File: config.mk
export PLATFORM = sky130hd
export DESIGN_NAME = alu_mux_sequencer_flat
export DESIGN_NICKNAME = d
export VERILOG_FILES = /design/src/rtl/alu_mux_sequencer_if.sv /design/src/rtl/alu_mux_sequencer.sv /design/src/flat_wrapper.sv
export SDC_FILE = /design/constraint.sdc
export NUM_CORES = 1
export LEC_CHECK = 0
export CAP_MARGIN = 25
export CORE_MARGIN = 2
export CORE_UTILIZATION = 35
export CTS_BUF_LIST = sky130_fd_sc_hd__clkbuf_8
export CTS_CLUSTER_SIZE = 14
export DETAILED_ROUTE_END_ITERATION = 10
export DONT_BUFFER_PORTS = 1
export SLEW_MARGIN = 10
export SYNTH_ARGS = -nofsm -noshare
export SYNTH_HDL_FRONTEND = slang
export SYNTH_SLANG_ARGS = --single-unit
File: constraint.sdc
create_clock -name clk -period 1.8 [get_ports clk]
set_clock_uncertainty 0.2 [all_clocks]
set_input_delay 0.18 -clock clk [delete_from_list [all_inputs] [get_ports clk]]
set_output_delay 0.18 -clock clk [all_outputs]
set_load 0.02 [all_outputs]
File: src/rtl/alu_mux_sequencer_if.sv
// Command / result bus between the opcode decoder, the mux bank and alu_mux_sequencer.
// busy_cnt exists only when ALU_SEQ_BUSYCNT_EN is defined.
interface alu_mux_sequencer_if #(
    parameter int WIDTH = 16
);
    logic             flush;
    logic             cmd_valid;
    logic             cmd_ready;
    logic [3:0]       cmd_op;
    logic [3:0]       sel;
    logic [WIDTH-1:0] res_in;
    logic             res_valid;
    logic             res_ready;
    logic [WIDTH-1:0] res_out;
`ifdef ALU_SEQ_BUSYCNT_EN
    logic [15:0]      busy_cnt;

    modport master (output flush, cmd_valid, cmd_op, res_in, res_ready,
                    input  cmd_ready, sel, res_valid, res_out, busy_cnt);
    modport slave  (input  flush, cmd_valid, cmd_op, res_in, res_ready,
                    output cmd_ready, sel, res_valid, res_out, busy_cnt);
`else
    modport master (output flush, cmd_valid, cmd_op, res_in, res_ready,
                    input  cmd_ready, sel, res_valid, res_out);
    modport slave  (input  flush, cmd_valid, cmd_op, res_in, res_ready,
                    output cmd_ready, sel, res_valid, res_out);
`endif
endinterface

File: src/rtl/alu_mux_sequencer.sv
// Opcode FIFO + IDLE/EXEC/HOLD sequencer driving the shared 16:1 mux select and returning results.
// Optional EXEC-cycle counter on busy_cnt when ALU_SEQ_BUSYCNT_EN is defined.
module alu_mux_sequencer #(
    parameter int          WIDTH      = 16,
    parameter int          DEPTH      = 4,
    parameter logic [15:0] MULTI_MASK = 16'h0000,
    parameter int          MULTI_CYC  = 3
) (
    input  logic              clk,
    input  logic              rst_n,
    alu_mux_sequencer_if.slave bus
);
    localparam int AW = $clog2(DEPTH);
    localparam int CW = $clog2(MULTI_CYC);

    typedef enum logic [1:0] {IDLE, EXEC, HOLD} state_t;

    state_t           state_q, state_d;
    logic [AW:0]      wr_ptr_q, rd_ptr_q;
    logic [3:0]       mem_q [DEPTH];
    logic [3:0]       sel_q, sel_d;
    logic [CW-1:0]    cnt_q, cnt_d;
    logic [WIDTH-1:0] res_out_q, res_out_d;
    logic             res_valid_q, res_valid_d;
    logic             empty, full, push, pop;
    logic [3:0]       head;

    assign empty = (wr_ptr_q == rd_ptr_q);
    assign full  = (wr_ptr_q[AW] != rd_ptr_q[AW]) && (wr_ptr_q[AW-1:0] == rd_ptr_q[AW-1:0]);
    assign push  = bus.cmd_valid && !full && !bus.flush;
    assign pop   = (state_q == IDLE) && !empty && !bus.flush;
    assign head  = mem_q[rd_ptr_q[AW-1:0]];

    assign bus.cmd_ready = !full;
    assign bus.sel       = sel_q;
    assign bus.res_valid = res_valid_q;
    assign bus.res_out   = res_out_q;

    always_ff @(posedge clk) begin
        if (push) mem_q[wr_ptr_q[AW-1:0]] <= bus.cmd_op;
    end

    always_ff @(posedge clk or negedge rst_n) begin
        if (!rst_n) begin
            wr_ptr_q <= '0;
            rd_ptr_q <= '0;
        end else if (bus.flush) begin
            wr_ptr_q <= '0;
            rd_ptr_q <= '0;
        end else begin
            if (push) wr_ptr_q <= wr_ptr_q + 1'b1;
            if (pop)  rd_ptr_q <= rd_ptr_q + 1'b1;
        end
    end

    always_ff @(posedge clk or negedge rst_n) begin
        if (!rst_n) state_q <= IDLE;
        else        state_q <= state_d;
    end

    always_comb begin
        state_d = state_q;
        if (bus.flush) state_d = IDLE;
        else begin
            case (state_q)
                IDLE:    if (!empty)         state_d = EXEC;
                EXEC:    if (cnt_q == '0)    state_d = HOLD;
                HOLD:    if (bus.res_ready)  state_d = IDLE;
                default:                     state_d = IDLE;
            endcase
        end
    end

    // Next values of the registered outputs; sel only changes on a pop or a flush.
    always_comb begin
        sel_d       = sel_q;
        cnt_d       = cnt_q;
        res_out_d   = res_out_q;
        res_valid_d = res_valid_q;
        if (bus.flush) begin
            sel_d       = '0;
            cnt_d       = '0;
            res_valid_d = 1'b0;
        end else begin
            case (state_q)
                IDLE: if (!empty) begin
                    sel_d = head;
                    cnt_d = MULTI_MASK[head] ? CW'(MULTI_CYC - 1) : '0;
                end
                EXEC: if (cnt_q == '0) begin
                    res_out_d   = bus.res_in;
                    res_valid_d = 1'b1;
                end else begin
                    cnt_d = cnt_q - 1'b1;
                end
                HOLD: if (bus.res_ready) res_valid_d = 1'b0;
                default: ;
            endcase
        end
    end

    always_ff @(posedge clk or negedge rst_n) begin
        if (!rst_n) begin
            sel_q       <= '0;
            cnt_q       <= '0;
            res_out_q   <= '0;
            res_valid_q <= 1'b0;
        end else begin
            sel_q       <= sel_d;
            cnt_q       <= cnt_d;
            res_out_q   <= res_out_d;
            res_valid_q <= res_valid_d;
        end
    end

`ifdef ALU_SEQ_BUSYCNT_EN
    logic [15:0] busy_cnt_q;

    always_ff @(posedge clk or negedge rst_n) begin
        if (!rst_n)                                       busy_cnt_q <= '0;
        else if (state_q == EXEC && busy_cnt_q != 16'hFFFF) busy_cnt_q <= busy_cnt_q + 16'd1;
    end

    assign bus.busy_cnt = busy_cnt_q;
`endif
endmodule
File: src/flat_wrapper.sv
// flat-port wrapper written by rule: the top's interface ports become plain ports
module alu_mux_sequencer_flat 
#(
    parameter int          WIDTH      = 16,
    parameter int          DEPTH      = 4,
    parameter logic [15:0] MULTI_MASK = 16'h0000,
    parameter int          MULTI_CYC  = 3
)
  (clk, rst_n, bus_flush, bus_cmd_valid, bus_cmd_op, bus_res_in, bus_res_ready, bus_cmd_ready, bus_sel, bus_res_valid, bus_res_out);
  alu_mux_sequencer_if #(.WIDTH(WIDTH)) bus_i ();
  input  logic clk;
  input  logic rst_n;
  input wire logic [$bits(bus_i.flush)-1:0] bus_flush;
  input wire logic [$bits(bus_i.cmd_valid)-1:0] bus_cmd_valid;
  input wire logic [$bits(bus_i.cmd_op)-1:0] bus_cmd_op;
  input wire logic [$bits(bus_i.res_in)-1:0] bus_res_in;
  input wire logic [$bits(bus_i.res_ready)-1:0] bus_res_ready;
  output wire logic [$bits(bus_i.cmd_ready)-1:0] bus_cmd_ready;
  output wire logic [$bits(bus_i.sel)-1:0] bus_sel;
  output wire logic [$bits(bus_i.res_valid)-1:0] bus_res_valid;
  output wire logic [$bits(bus_i.res_out)-1:0] bus_res_out;
  assign bus_i.flush = bus_flush;
  assign bus_i.cmd_valid = bus_cmd_valid;
  assign bus_i.cmd_op = bus_cmd_op;
  assign bus_i.res_in = bus_res_in;
  assign bus_i.res_ready = bus_res_ready;
  assign bus_cmd_ready = bus_i.cmd_ready;
  assign bus_sel = bus_i.sel;
  assign bus_res_valid = bus_i.res_valid;
  assign bus_res_out = bus_i.res_out;
  alu_mux_sequencer #(.WIDTH(WIDTH), .DEPTH(DEPTH), .MULTI_MASK(MULTI_MASK), .MULTI_CYC(MULTI_CYC)) u_core (.clk(clk), .rst_n(rst_n), .bus(bus_i));
endmodule
[Word level (Yosys, flattened, before mapping)]
Memories as Yosys holds them, arrays and structs flattened.
Cells that the tools add are included.
Cells by class
  add/subtract/negate cells: 3
  $lt $le $gt $ge: 1
  eq/ne operators: 10
  mux-type cells: 24
  bitwise gates (word level): 1
  reduce and logical (&&, ||, !) cells: 20
Operators by type and width (count)
  2-to-1 mux 2 bit: 8
  2-to-1 mux 3 bit: 4
  2-to-1 mux 4 bit: 3
  AND reduction 3 bit: 4
  inequality test 3 bit, second input constant: 3
  adder 3 x 1 -> 3 bit, second input constant: 2
  2-to-1 mux 1 bit: 6
  case mux 2 bit (3 select lines): 1
  nonzero test 2 bit: 3
  nonzero test 3 bit: 2
  logical AND 1 bit: 5
  < comparator 4 x 5 -> 1 bit, second input constant: 1
  logical NOT 2 bit: 2
  case mux 2 bit (2 select lines): 1
  == test 3 bit: 1
  logical NOT 1 bit: 3
  inequality test 3 x 2 -> 1 bit, second input constant: 1
  == test 2 x 1 -> 1 bit, second input constant: 1
  == test 2 bit: 1
  == test 2 bit, second input constant: 1
  inequality test 2 bit, second input constant: 1
  case mux 1 bit (2 select lines): 1
  AND reduction 2 bit: 1
  subtractor 2 x 1 -> 2 bit, second input constant: 1
  other kinds (2): 2
Word-level totals
  flip-flop bits (word level): 31
  bits in writable memories: 16
  ROM bits: 16
  output and inout bits: 22
  logic and storage cells: 68
  memories: 2
Memory list
  (name not given): words 16, width 1, rd ports 1, clocked after memory_dff 0, write ports 0, RTL line alu_mux_sequencer.sv:88  | cnt_d = MULTI_MASK[head] ? CW'(MULTI_CYC - 1) : '0;
  u_core.mem_q: words 4, width 4, rd ports 1, clocked after memory_dff 0, write ports 1, RTL line alu_mux_sequencer.sv:20  | logic [3:0] mem_q [DEPTH];

[Logic depth before layout (Yosys ltp)]
Gate-level depths: netlist of the first run.
  word-level depth: 7
  gate-level depth with buffers: 6
  gate-level depth less buffers: 5

[Worst setup path before layout of the first run]
OpenSTA, ideal clock, no wires.
  path kind: flip-flop to flip-flop
  start: reg u_core.cnt_q[0]
  end: reg u_core.res_out_q[0], in the netlist u_core.bus.res_out[0]
  library setup time: 0.125 ns
  data arrival time: 1.613 ns
  slack: -0.137 ns
  cell stages (with the launch flop): 7
  period minus slack after synthesis: 1.937 ns
  cell sequence: dfrtp_1 > inv_1 > ha_1 > nand3b_1 > nor2_2 > buf_2 > mux2_2
Between the ends
  word-level cells in the longest chain between the ends: 2
Ends and longest elaborated chain
  from (decl): RTL line alu_mux_sequencer.sv:22  | logic [CW-1:0] cnt_q, cnt_d;
  from (signal assigned): RTL line alu_mux_sequencer.sv:110  | cnt_q <= cnt_d;
  logical NOT 2 bit: RTL line alu_mux_sequencer.sv:90  | EXEC: if (cnt_q == '0) begin
  AND reduction 3 bit (no source line)
  to (signal assigned): RTL line alu_mux_sequencer.sv:111  | res_out_q <= res_out_d;
  to (decl): RTL line alu_mux_sequencer.sv:23  | logic [WIDTH-1:0] res_out_q, res_out_d;
Every way passes these cells.
A chain may end at the register's enable or synchronous reset.

[Final worst setup path of the first run]
  start: reg u_core.wr_ptr_q[2]
  end: reg u_core.cnt_q[1]
Between the ends
  word-level cells in the longest chain between the ends: 3
Ends and longest elaborated chain
  from (decl): RTL line alu_mux_sequencer.sv:19  | logic [AW:0] wr_ptr_q, rd_ptr_q;
  from (signal assigned): RTL line alu_mux_sequencer.sv:51  | if (push) wr_ptr_q <= wr_ptr_q + 1'b1;
  == test 3 bit: RTL line alu_mux_sequencer.sv:28  | assign empty = (wr_ptr_q == rd_ptr_q);
  inequality test 3 bit (no source line)
  AND reduction 3 bit (no source line)
Every way passes these cells.

==> summary.txt, run 1 <==
Status
  • Result of the run: finished with violations
  • Violated checks: hold timing, setup timing

Setup path
  • Crit end category: flop
  • R2R cell count: 4
  • CP Max Fanout: 4
  • Worst reg-to-reg setup slack: -0.02 ns
  • WP data arrival: 1.81 ns
  • Reg2reg start: u_core.wr_ptr_q[2]
  • Worst path required time: 1.80 ns
  • Critical path start-end classification: flop to flop
  • Worst setup path startpoint: u_core.wr_ptr_q[2]
  • Capturing point of the worst reg2reg path: u_core.cnt_q[1]
  • Crit path launch type: flop

Logic synthesis
  • Number of distinct library cell variants in the gate-level netlist after synthesis: 36
  • Most instantiated flip-flop cell in the synthesis netlist: sky130_fd_sc_hd__dfrtp_1
  • Most common cell in the netlist: sky130_fd_sc_hd__dfrtp_1
  • Post-synthesis average cell area: 13.7 µm²
  • Most area-hungry cell type in the Yosys netlist: sky130_fd_sc_hd__dfrtp_1
  • Top cells by count, synth: 31 x sky130_fd_sc_hd__dfrtp_1, 18 x sky130_fd_sc_hd__mux2_2, 16 x sky130_fd_sc_hd__edfxtp_1
  • Cell area after technology mapping: 0.00217 mm²
  • Share of synthesized registers carrying an async set or reset: 0.660
  • Register area share after synthesis: 0.578
  • Cells taking the most area after synthesis: sky130_fd_sc_hd__dfrtp_1 36%, sky130_fd_sc_hd__edfxtp_1 22%, sky130_fd_sc_hd__mux2_2 9.3%
  • Synthesis Warnings: 0
  • Number of nets in the synthesized netlist: 190
  • Synthesized netlist cell count: 159
  • Area share of the largest cell type after synthesis: 0.357
  • Total of flip-flops plus latches after synthesis: 47
  • Number of synthesized flops with an enable pin: 16

Job
  • Number of violations of the max-capacitance limit: 0

Floorplan
  • Top Ports: 47
  • Core area: 0.00596 mm²
  • Area enclosed by the die boundary: 0.00686 mm²
  • Site row count: 28
  • Initial standard-cell utilization of the core: 0.365
  • Overall die width: 82.8 µm
  • Height of the die: 82.8 µm

Timing
  • Final Slew Violations: 0
  • Sum Neg Setup Slack: -0.0254 ns
  • Worst-margin pin slew: 0.394 ns
  • Worst Slack Setup Final: -0.0179 ns
  • Number of endpoints with negative hold slack in the final report: 14
  • Relative slew margins: 0.734
  • Final critical-path share of the clock period: 1.01
  • Worst hold margin: -0.258 ns
  • Final setup violation count: 2
  • Unrepaired setup endpoints after global routing: yes
  • Final critical-path required period: 1.82 ns
  • Max Freq: 550 MHz

CTS
  • Buffer cell driving the clock tree root: sky130_fd_sc_hd__clkbuf_8
  • Clock tree from TritonCTS: built
  • Clock tree sinks: 47
  • Skew-Pair Late Insertion Delay: 0.29 ns
  • Register clock-pin slew on the reported worst setup and hold paths: 0.08 ns
  • Buffers from clock root to sink, at most: 2
  • Level count of the clock H-tree: 2
  • Clock buffer count from CTS: 5

Place
  • Count of input and output buffers: 0
  • DP Worst Slack: -0.0754 ns
  • Detailed Place HPWL: 2950 µm
  • Count of placed standard cells including taps: 247
  • Placed cell area: 0.00240 mm²
  • Routability congestion estimate from global placement: 0.822

Cells and area
  • Utilization of the core after routing: 0.488
  • Number of nets in the finished design: 239
  • Final design area excluding fillers: 0.00291 mm²
  • Area growth syn-to-layout: 33.9%
  • Final Instance Count excl. Fillers: 284
  • Share of final-layout standard cells stronger than drive strength 1: 0.340
  • Ant. Diodes: 0

GRT
  • Vias in the first global route: 1569
  • Total gr overflow: 0
  • Largest net degree at the start of global routing: 32
  • Antenna violations before repair: 0
  • GRT Util Overall: 0.128
  • Wire length of the first global-routing pass: 7230 µm

Detailed routing
  • Pre-antenna DRT Iters: 3
  • Via count of the routed design: 1411
  • Via density: 4.97
  • Remaining DRCs: 0
  • Average routed wire per standard cell: 15.2 µm
  • Post-Route WL: 4310 µm
  • Number of design-rule violations left by the first detailed-router iteration: 41
  • Post-route antenna net violation count: 0

Power
  • P_leak: 1.18 nW
  • Total design power: 3.96 mW
  • Peak VDD IR: 0.000604 V
  • Pwr per Cell Area: 1360 mW/mm²

Min path
  • Worst hold path stage count: 1
  • Type of the most critical hold path: input pin to flop
  • End point of the worst hold path: u_core.bus.res_valid
  • Worst min-delay path startpoint: bus_flush
-- worst max-delay path by stage --
stage                             to  slack (ns)
6_report             u_core.cnt_q[1]       -0.02
5_1_grt              u_core.cnt_q[1]       -0.07
4_1_cts              u_core.cnt_q[1]       -0.02
3_5_place_dp         u_core.cnt_q[1]       -0.08
3_3_place_gp      u_core.mem_q[3][2]       -0.04
2_1_floorplan  u_core.bus.res_out[0]      0.0002
-- per-layer routing --
metal	up-vias	GRT usage	routed length (µm)
li1	665	-	-
met1	695	0.146	1740
met2	45	0.224	2240
met3	6	0.0487	298
met4	0	0.0373	36
met5	-	0	0
-- layout by cell type (no fill, tap or decap), types with 3 or more instances in the layout --
cell,instances
sky130_fd_sc_hd__mux2i_1,6
sky130_fd_sc_hd__dlygate4sd3_1,27
sky130_fd_sc_hd__buf_4,19
sky130_fd_sc_hd__dfrtp_2,3
sky130_fd_sc_hd__and2_2,4
sky130_fd_sc_hd__dfrtp_1,28
sky130_fd_sc_hd__nand2_1,3
sky130_fd_sc_hd__nor2_1,5
sky130_fd_sc_hd__a21oi_1,5
sky130_fd_sc_hd__edfxtp_1,16
sky130_fd_sc_hd__inv_1,7
sky130_fd_sc_hd__mux4_2,4
sky130_fd_sc_hd__ha_1,5
sky130_fd_sc_hd__nand2b_1,13
sky130_fd_sc_hd__clkbuf_8,5
sky130_fd_sc_hd__xor2_2,3
sky130_fd_sc_hd__mux2_4,16
-- power breakdown --
part           total, mW  switching [mW]  internal, mW
clock              0.607           0.337         0.270
combinational       1.40           0.525         0.875
sequential          1.95           0.551          1.40
total               3.96            1.41          2.55
-- state kept, by name (all words and copies together) (netlist names) --
name                  flops
u_core.bus.res_out       16
u_core.mem_q             16
u_core.bus.sel            4
u_core.rd_ptr_q           3
u_core.wr_ptr_q           3
u_core.cnt_q              2
u_core.state_q            2
u_core.bus.res_valid      1
-- cell type report --
class                      instances  area (µm²)
fill                             537        3050
inverter                           7        26.3
sequential                        47        1260
tap                               75        93.8
clock inverter                     3        20.0
timing repair buffer              49         464
clock buffer                       5        68.8
multi-input combinational         98         976
-- worst max-delay path, cell delays in order (launching register included) --
cell                       delay, ns
sky130_fd_sc_hd__dfrtp_1        0.41
sky130_fd_sc_hd__xor2_2         0.20
sky130_fd_sc_hd__buf_4          0.16
sky130_fd_sc_hd__or4_4          0.53
sky130_fd_sc_hd__a311oi_2       0.22
-- repair_timing --
action,in CTS,in global routing
resized for setup,5,26
endpoints found under the setup margin,11,42
pin swaps,2,3
endpoints found under the hold margin,78,14
hold buffers,26,2
buffers inserted,0,1
-- logic make-up after synthesis --
group                      after synthesis  synth area share
AOI/OAI and AO/OA                       18            0.0599
xor gates and xnor gates                 6            0.0276
adders and majority gates                6            0.0345
buffers and inverters                   14            0.0288
DFF                                     47             0.578
muxes                                   28             0.162
and+or+nand+nor                         40             0.109
No activity file was read; power rests on OpenSTA's default activity.
==> run 2: changes to the inputs <==
--- a/config.mk
+++ b/config.mk
@@ -11,7 +11,6 @@
 export CTS_BUF_LIST = sky130_fd_sc_hd__clkbuf_8
 export CTS_CLUSTER_SIZE = 14
 export DETAILED_ROUTE_END_ITERATION = 10
-export DONT_BUFFER_PORTS = 1
 export SLEW_MARGIN = 10
 export SYNTH_ARGS = -nofsm -noshare
 export SYNTH_HDL_FRONTEND = slang
==> run 2 against run 1 <==
Against the previous run: sequential share of layout area is 3.4 points lower; non-clock buffer count increased by 27; utilization up 4.0 points; sequential power shrank 18%; cell area up 8.1%; global-route usage increased by 1.3 points; the flow finishes with violations (setup timing); largest power group is now combinational cells; die area is the same; first-iteration DRC count increased by 68%; sequential cell count is the same.
==> summary.txt, run 2 (same netlist as run 1, synthesis figures left out) <==
Status
  • Result of the run: finished with violations
  • Violated checks: setup timing

Timing
  • Number of endpoints with negative hold slack in the final report: 0
  • Final critical-path required period: 1.80 ns
  • Final setup violation count: 2
  • Worst hold margin: 0.0766 ns
  • Final Slew Violations: 0
  • Max Freq: 555 MHz
  • Worst Slack Setup Final: -0.00265 ns
  • Worst-margin pin slew: 0.398 ns
  • Unrepaired setup endpoints after global routing: yes
  • Final critical-path share of the clock period: 1.00
  • Relative slew margins: 0.734
  • Sum Neg Setup Slack: -0.00318 ns

Power
  • Total design power: 4.46 mW
  • Peak VDD IR: 0.000782 V
  • P_leak: 1.25 nW
  • Pwr per Cell Area: 1420 mW/mm²

Detailed routing
  • Average routed wire per standard cell: 15.6 µm
  • Via count of the routed design: 1530
  • Pre-antenna DRT Iters: 4
  • Remaining DRCs: 0
  • Post-Route WL: 4840 µm
  • Post-route antenna net violation count: 0
  • Number of design-rule violations left by the first detailed-router iteration: 69
  • Via density: 4.92

Setup path
  • Kind of cell with the highest combined delay on the critical path: simple AND/OR/NAND/NOR gates
  • CP Max Fanout: 5
  • WP data arrival: 1.81 ns
  • Worst-path cell chain: buf_6, xor2_4, or4_4, a311oi_2
  • Largest stage delay on the critical path: 0.52 ns
  • Total buffers and inverters traversed by the critical path: 1
  • Standard cell with the maximum stage delay on the critical path: sky130_fd_sc_hd__or4_4
  • Crit path launch type: flop
  • Worst path required time: 1.81 ns
  • Crit end category: flop
  • Critical path start-end classification: flop to flop

CTS
  • Level count of the clock H-tree: 2
  • Clock buffer count from CTS: 5
  • Skew-Pair Late Insertion Delay: 0.29 ns
  • Buffer cell driving the clock tree root: sky130_fd_sc_hd__clkbuf_8
  • Clock tree sinks: 47
  • Clock tree from TritonCTS: built
  • Buffers from clock root to sink, at most: 2
  • Register clock-pin slew on the reported worst setup and hold paths: 0.09 ns

Job
  • Number of violations of the max-capacitance limit: 0

Cells and area
  • Ant. Diodes: 0
  • Leading cell types in the layout, fill and taps excluded: 45 x sky130_fd_sc_hd__clkdlybuf4s50_1, 31 x sky130_fd_sc_hd__dfrtp_1, 23 x sky130_fd_sc_hd__buf_4, 18 x sky130_fd_sc_hd__mux2_2, 16 x sky130_fd_sc_hd__edfxtp_1
  • Most common cell after layout, fill and taps aside: sky130_fd_sc_hd__clkdlybuf4s50_1
  • Area growth syn-to-layout: 44.7%
  • Count of fill cells added during filler insertion: 513
  • Share of final-layout standard cells stronger than drive strength 1: 0.331
  • Number of nets in the finished design: 266
  • Utilization of the core after routing: 0.528

Min path
  • Type of the most critical hold path: input pin to asynchronous set/reset pin

GRT
  • Vias in the first global route: 1608
  • Antenna violations before repair: 0
  • Total gr overflow: 0
  • Largest net degree at the start of global routing: 32
  • Wire length of the first global-routing pass: 7810 µm
  • GRT Util Overall: 0.141

Place
  • Detailed Place HPWL: 3540 µm
  • Routability congestion estimate from global placement: 0.775
  • Count of input and output buffers: 46

Floorplan
  • Initial standard-cell utilization of the core: 0.365
  • Core area: 0.00596 mm²
  • Height of the die: 82.8 µm
  • Site row count: 28
  • Area enclosed by the die boundary: 0.00686 mm²
  • Overall die width: 82.8 µm
  • Top Ports: 47
-- run 2: worst register-to-register path: cells and delay by family, from the launching register on --
kind | cells | cell delay (ns)
buffers and inverters | 1 | 0.16
AO/OA/AOI/OAI | 1 | 0.21
AND/OR/NAND/NOR | 1 | 0.52
flip-flops | 1 | 0.43
XOR/XNOR | 1 | 0.20
-- run 2: path summary, 6_finish.rpt --
path	startpoint	endpoint	depth (start not counted)	slack, ns
worst max-delay path	u_core.rd_ptr_q[1]	u_core.cnt_q[1]	4	-0.003
worst min-delay path	rst_n	u_core.bus.res_valid	2	0.08
worst max register to register	u_core.rd_ptr_q[1]	u_core.cnt_q[1]	4	-0.003
worst min register to register	u_core.bus.res_out[9]	u_core.bus.res_out[9]	1	0.31
max in group asynchronous	rst_n	u_core.bus.sel[0]	2	1.03
min in group clk	bus_res_in[0]	u_core.bus.res_out[0]	2	0.30
-- run 2: per-stage QoR --
step / std cells / worst slack, ns / cell area [µm²]
after floorplan: 159 / 0.000199 / 2190
after global placement: 296 / -0.128 / 2880
after detailed placement: 296 / -0.152 / 2880
after CTS: 304 / -0.0163 / 3020
after global routing: 311 / -0.0522 / 3150
final: 311 / -0.00265 / 3150
-- run 2: what timing repair did --
item / CTS / global route
cloned: 0 / 0
endpoints found under the setup margin: 21 / 43
hold buffers: 0 / 0
setup buffers: 0 / 7
gates resized for setup: 11 / 20
pin swaps: 3 / 7
-- run 2: cell type report --
| type | instances | area (µm²) | share of cell area |
|---|---|---|---|
| clock buffer | 5 | 68.8 | 0.0219 |
| inverter | 7 | 26.3 | 0.00835 |
| timing repair buffer | 76 | 716 | 0.228 |
| tap | 75 | 93.8 | 0.0298 |
| multi-input combinational | 98 | 970 | 0.308 |
| sequential | 47 | 1260 | 0.399 |
| clock inverter | 3 | 15.0 | 0.00477 |
-- run 2: where the power goes --
| group | internal [mW] | total (mW) | switching, mW | leakage [nW] |
|---|---|---|---|---|
| clock network | 0.264 | 0.615 | 0.351 | 0.0392 |
| logic | 1.26 | 2.25 | 0.998 | 0.676 |
| registers | 1.40 | 1.59 | 0.193 | 0.538 |
-- run 2: layer usage --
metal  vias up  routed length, µm  part of all wire  global-route usage
li1        724                  -                 -                   -
met1       749               2190              0.45               0.181
met2        53               2360              0.49               0.238
met3         4                265             0.055              0.0348
met4         0                 25            0.0052              0.0402
met5         -                  0                 0                   0
